[config.mk]
export PLATFORM = sky130hd
export DESIGN_NAME = rgb_screen_mux
export DESIGN_NICKNAME = d
export VERILOG_FILES = /design/src/rtl/rgb_screen_mux.sv
export SDC_FILE = /design/constraint.sdc
export NUM_CORES = 1
export LEC_CHECK = 0
export CAP_MARGIN = 20
export CELL_PAD_IN_SITES_DETAIL_PLACEMENT = 1
export CELL_PAD_IN_SITES_GLOBAL_PLACEMENT = 1
export CORE_UTILIZATION = 40
export CTS_CLUSTER_DIAMETER = 150
export DETAILED_ROUTE_END_ITERATION = 10
export DONT_BUFFER_PORTS = 1
export PLACE_DENSITY_LB_ADDON = 0.15
export REMOVE_ABC_BUFFERS = 1
export SLEW_MARGIN = 20
export SYNTH_ARGS = -nofsm -noshare
export SYNTH_HDL_FRONTEND = slang
export SYNTH_SLANG_ARGS = --single-unit
export TNS_END_PERCENT = 1
[constraint.sdc]
create_clock -name clk -period 4.8 [get_ports clk]
set_input_delay 0.72 -clock clk [delete_from_list [all_inputs] [get_ports clk]]
set_output_delay 0.72 -clock clk [all_outputs]
set_load 0.05 [all_outputs]
[src/rtl/rgb_screen_mux.sv]
// rgb_screen_mux: picks one of N_SRC screen sources and fades it out and back in on a source change.
// Latency: rgb_out is registered, one cycle after rgb_in/valid_in/level/cur_sel.
// Flow: no backpressure. Fade state advances only on frame_start pulses; rst overrides everything.
module rgb_screen_mux #(
   parameter int                   N_SRC      = 3,
   parameter int                   COLOR_W    = 4,
   parameter int                   FADE_STEPS = 8,
   parameter logic [3*COLOR_W-1:0] BG_RGB     = '0
) (
   input  logic                         clk,
   input  logic                         rst,
   input  logic                         frame_start,
   input  logic [$clog2(N_SRC)-1:0]     sel_req,
   input  logic [N_SRC*3*COLOR_W-1:0]   rgb_in,
   input  logic [N_SRC-1:0]             valid_in,
   output logic [3*COLOR_W-1:0]         rgb_out,
   output logic [$clog2(N_SRC)-1:0]     cur_sel,
   output logic                         busy
);

   localparam int SW    = $clog2(N_SRC);
   localparam int PIX_W = 3 * COLOR_W;
   localparam int LS    = $clog2(FADE_STEPS);
   localparam int LW    = LS + 1;
   localparam int PW    = COLOR_W + LS + 1;

   // Widened source count so an out-of-range request can be detected
   // even when N_SRC is a power of two.
   localparam logic [SW:0]   N_SRC_V  = (SW+1)'(N_SRC);
   localparam logic [LW-1:0] LVL_FULL = LW'(FADE_STEPS);
   localparam logic [LW-1:0] LVL_ONE  = LW'(1);

   typedef enum logic [1:0] {
      STEADY   = 2'd0,
      FADE_OUT = 2'd1,
      FADE_IN  = 2'd2
   } state_t;

   state_t            state_q;
   logic [LW-1:0]     level_q;
   logic [SW-1:0]     target_q;
   logic [SW-1:0]     cur_sel_q;
   logic [PIX_W-1:0]  rgb_q;

   logic              sel_ok;
   logic [SW-1:0]     target_d;
   logic [PIX_W-1:0]  pix_sel;
   logic [PIX_W-1:0]  rgb_d;
   logic [PW-1:0]     prod;

   // Request legality and the target that a FADE_OUT pulse would commit to.
   always_comb begin
      sel_ok   = ({1'b0, sel_req} < N_SRC_V);
      target_d = sel_ok ? sel_req : target_q;
   end

   // Fade sequencer: dim the old source to zero, swap, brighten the new one.
   // A late request during FADE_OUT retargets the swap; FADE_IN ignores requests.
   always_ff @(posedge clk) begin
      if (rst) begin
         state_q   <= STEADY;
         level_q   <= LVL_FULL;
         cur_sel_q <= '0;
         target_q  <= '0;
      end else if (frame_start) begin
         case (state_q)
            STEADY: begin
               if (sel_ok && (sel_req != cur_sel_q)) begin
                  target_q <= sel_req;
                  level_q  <= level_q - LVL_ONE;
                  state_q  <= FADE_OUT;
               end
            end
            FADE_OUT: begin
               target_q <= target_d;
               if (level_q != '0) begin
                  level_q <= level_q - LVL_ONE;
               end else begin
                  cur_sel_q <= target_d;
                  state_q   <= FADE_IN;
               end
            end
            FADE_IN: begin
               level_q <= level_q + LVL_ONE;
               if ((level_q + LVL_ONE) == LVL_FULL) begin
                  state_q <= STEADY;
               end
            end
            default: begin
               state_q <= STEADY;
            end
         endcase
      end
   end

   // Source pick with background fallback, then per-component brightness scaling.
   always_comb begin
      pix_sel = BG_RGB;
      for (int k = 0; k < N_SRC; k++) begin
         if ((cur_sel_q == SW'(k)) && valid_in[k]) begin
            pix_sel = rgb_in[k*PIX_W +: PIX_W];
         end
      end
      rgb_d = '0;
      prod  = '0;
      for (int c = 0; c < 3; c++) begin
         // Product width holds c*FADE_STEPS exactly, so full level passes c unchanged.
         prod = PW'(pix_sel[c*COLOR_W +: COLOR_W]) * PW'(level_q);
         rgb_d[c*COLOR_W +: COLOR_W] = COLOR_W'(prod >> LS);
      end
   end

   // Output pixel register.
   always_ff @(posedge clk) begin
      if (rst) begin
         rgb_q <= '0;
      end else begin
         rgb_q <= rgb_d;
      end
   end

   assign rgb_out = rgb_q;
   assign cur_sel = cur_sel_q;
   assign busy    = (state_q == FADE_OUT) || (state_q == FADE_IN);

endmodule

==> flow_summary.json <==
{
  "status": "completed",
  "coreArea_mm2": 0.00561,
  "finalCriticalPeriod_ps": 3930,
  "multi_input_area_mm2": 0.00178,
  "slew_viol_final": 0,
  "ys_top_cells_by_count": "nand2_1, ha_1, dfxtp_1, nor2_1, inv_1",
  "regArea_um2": 440,
  "grt_pass1_vias": 2106,
  "synth_top_area_share_pct": 18.7,
  "setup_viol": 0,
  "firstDrtPassIters": 4,
  "clk_path_buf_depth": 2,
  "avgSynthCellArea_um2": 8.51,
  "num_io_pins": 59,
  "cts-resized-gates": 0,
  "maxCapViolCount": 0,
  "postRouteWirelength_um": 6130,
  "clock_sinks": 22,
  "fin_worst_skew_ps": 4.40,
  "regToRegStartpoint": "cur_sel[1]",
  "required_ps": 4980,
  "ys.flop_type": "dfxtp_1",
  "worst-r2r-setup-slack_ps": 870,
  "clock_latency_ps": 280,
  "holdWs_ps": 491,
  "vias_per_cell": 5.64,
  "synthCells": 277,
  "placed_cell_area_mm2": 0.00240,
  "rsz0062_at_grt": "no",
  "cp-start-kind": "register",
  "drcViolationCount": 0,
  "hold_violations": 0,
  "cts_setup_buffers": 0,
  "post-route-util_pct": 44.1,
  "drt_iter0_drc": 58,
  "fin_crit_sh_pct": 81.8,
  "fillers": 687,
  "crit_top_cell": "fa_1",
  "dieWidth_um": 78.7,
  "power_uw": 645,
  "dp_cells": 338,
  "critical-path-max-stage-delay_ps": 610,
  "avgRoutedWirePerCell_um": 17.9,
  "hpwl_um": 4740,
  "synth.largest_area_cell": "dfxtp_1",
  "cp_slowest_cell": "dfxtp_1",
  "fmax_ghz": 0.255,
  "netlist_area_mm2": 0.00236,
  "cts_tree": "done",
  "dieArea_mm2": 0.00620,
  "num_antenna_cells": 0,
  "ys_seq_elements": 22,
  "initial_core_util_pct": 42.0,
  "irDropWorstVdd_uv": 122,
  "worst_setup_path_end_kind": "register",
  "antenna_found_initial": 0,
  "ctsRootBufferMaster": "clkbuf_8",
  "hold_path_end": "rgb_out[8]",
  "grt_pass1_wl_um": 10200,
  "grt_max_degree": 26,
  "pre_cts_slack_ps": 693,
  "areaGrowthSynthToFinish_pct": 4.94,
  "synthMostInstantiatedCell": "nand2_1",
  "stdcell_count": 342,
  "gp_congestion": 0.766,
  "vias": 1929,
  "p_leak_nw": 1.15,
  "port_buffers": 0,
  "reg2regPathDepth": 12,
  "worst_pin_slew_ps": 646,
  "max-slew-margin-rel_pct": 56.8,
  "hold_depth": 1,
  "drive_gt1_share_pct": 4.81,
  "hold_start": "rst",
  "cp_data_arrival_time_ps": 4110,
  "yosys_warnings": 0,
  "design_area_mm2": 0.00247,
  "cts_buffers": 3,
  "path_cells": "and3b_1, a221o_1, nand2_1, fa_1, inv_1, fa_1, fa_1, a21o_1, a21oi_1, xnor2_1, xnor2_1, nor2_1",
  "final_nets": 357,
  "hold_class": "in -> reg",
  "yosysSeqAreaShare_pct": 18.7,
  "synth_edf_count": 0,
  "hold_buffers": 0,
  "setup_slack_ps": 875,
  "async_reset_ff_share_pct": 0,
  "dieHeight_um": 78.7,
  "cp_max_fo": 13,
  "powerDensity_mw_per_mm2": 261,
  "path_clk_slew_ps": 100,
  "htree_num_levels": 1,
  "row_count": 27,
  "ys_types": 46,
  "worstSetupPathType": "reg -> reg",
  "reg2reg_to": "rgb_out[7]",
  "grt_use_total_pct": 21.2,
  "grt_overflow": 0,
  "synthTopCellsByArea": "dfxtp_1, ha_1, fa_1, nand2_1, xnor2_1",
  "fin_setup_tns_ps": 0,
  "ant_nets": 0
}
-- cells in the final DEF (no fill, tap or decap), types with 2 or more instances in the layout --
| master | n |
|---|---|
| mux2i_1 | 3 |
| nand4b_1 | 4 |
| and4b_1 | 5 |
| a41oi_2 | 2 |
| nor2b_1 | 5 |
| o211ai_2 | 2 |
| nand4bb_1 | 2 |
| nand2_1 | 33 |
| nand2b_1 | 5 |
| xnor2_1 | 13 |
| o21ai_0 | 4 |
| nor4bb_1 | 2 |
| fa_1 | 12 |
| nor2_1 | 22 |
| or3_1 | 2 |
| clkbuf_8 | 3 |
| a21oi_1 | 10 |
| a221o_1 | 6 |
| nor3_1 | 4 |
| buf_4 | 2 |
| and3b_1 | 2 |
| a21o_1 | 5 |
| inv_1 | 20 |
| a311oi_1 | 2 |
| o21a_1 | 2 |
| xor2_1 | 4 |
| a31oi_1 | 7 |
| nand3_1 | 4 |
| a22oi_1 | 3 |
| and2_1 | 16 |
| ha_1 | 30 |
| dfxtp_1 | 22 |
-- kinds of logic (layout without fill, tap and decap cells) --
kind of cell               count (synthesis)  after routing  synth area share [%]
adders and majority gates                 42             42                  26.1
AOI/OAI and AO/OA                         48             48                  15.8
muxes                                      3              3                  1.27
and+or+nand+nor                          112            112                  26.1
buffers and inverters                     33             26                  5.74
DFF                                       22             22                  18.7
xor gates and xnor gates                  17             17                  6.32
-- where the power goes --
group	internal, mW	leakage (nW)	switching (mW)
combinational	0.0804	0.930	0.101
sequential	0.204	0.181	0.0721
clock	0.112	0.0357	0.0762
total	0.396	1.15	0.249
-- state kept, by name, indices dropped and copies added (netlist names) --
name and flops:
target_q 2, level_q 4, cur_sel 2, rgb_out 12, state_q 2
-- area by class of cell --
| class | count | area share [%] |
|---|---|---|
| clock buffers | 3 | 1.67 |
| well taps | 72 | 3.64 |
| repair buffers | 2 | 0.607 |
| clock inverters | 1 | 1.21 |
| flip-flops and latches | 22 | 17.8 |
| multi-input cells | 222 | 72.0 |
| inverters | 20 | 3.04 |
-- critical path, delay by kind of cell (launching register included) --
kind / cells / cell delay, ps
xor gates and xnor gates: 2 / 280
adders and majority gates: 3 / 1590
AOI/OAI and AO/OA: 3 / 660
buffers and inverters: 1 / 60
and+or+nand+nor: 3 / 630
DFF: 1 / 610
-- routing by layer --
layer,vias up,GRT usage [%],routed length [um]
li1,947,-,-
met1,929,26.2,2830
met2,46,38.6,3000
met3,7,3.10,248
met4,0,4.44,58
met5,-,0,0
-- worst max path at each step --
stage                 from          end  slack, ps  cells past startpoint
6_report        cur_sel[1]   rgb_out[7]        870                     12
5_1_grt         cur_sel[1]   rgb_out[3]        660                     12
4_1_cts         cur_sel[1]   rgb_out[7]        880                     12
3_5_place_dp   valid_in[0]   rgb_out[3]        690                     12
3_3_place_gp   valid_in[0]   rgb_out[3]        770                     12
2_1_floorplan   cur_sel[1]  rgb_out[11]        890                     11
No activity file was read; power rests on OpenSTA's default activity.
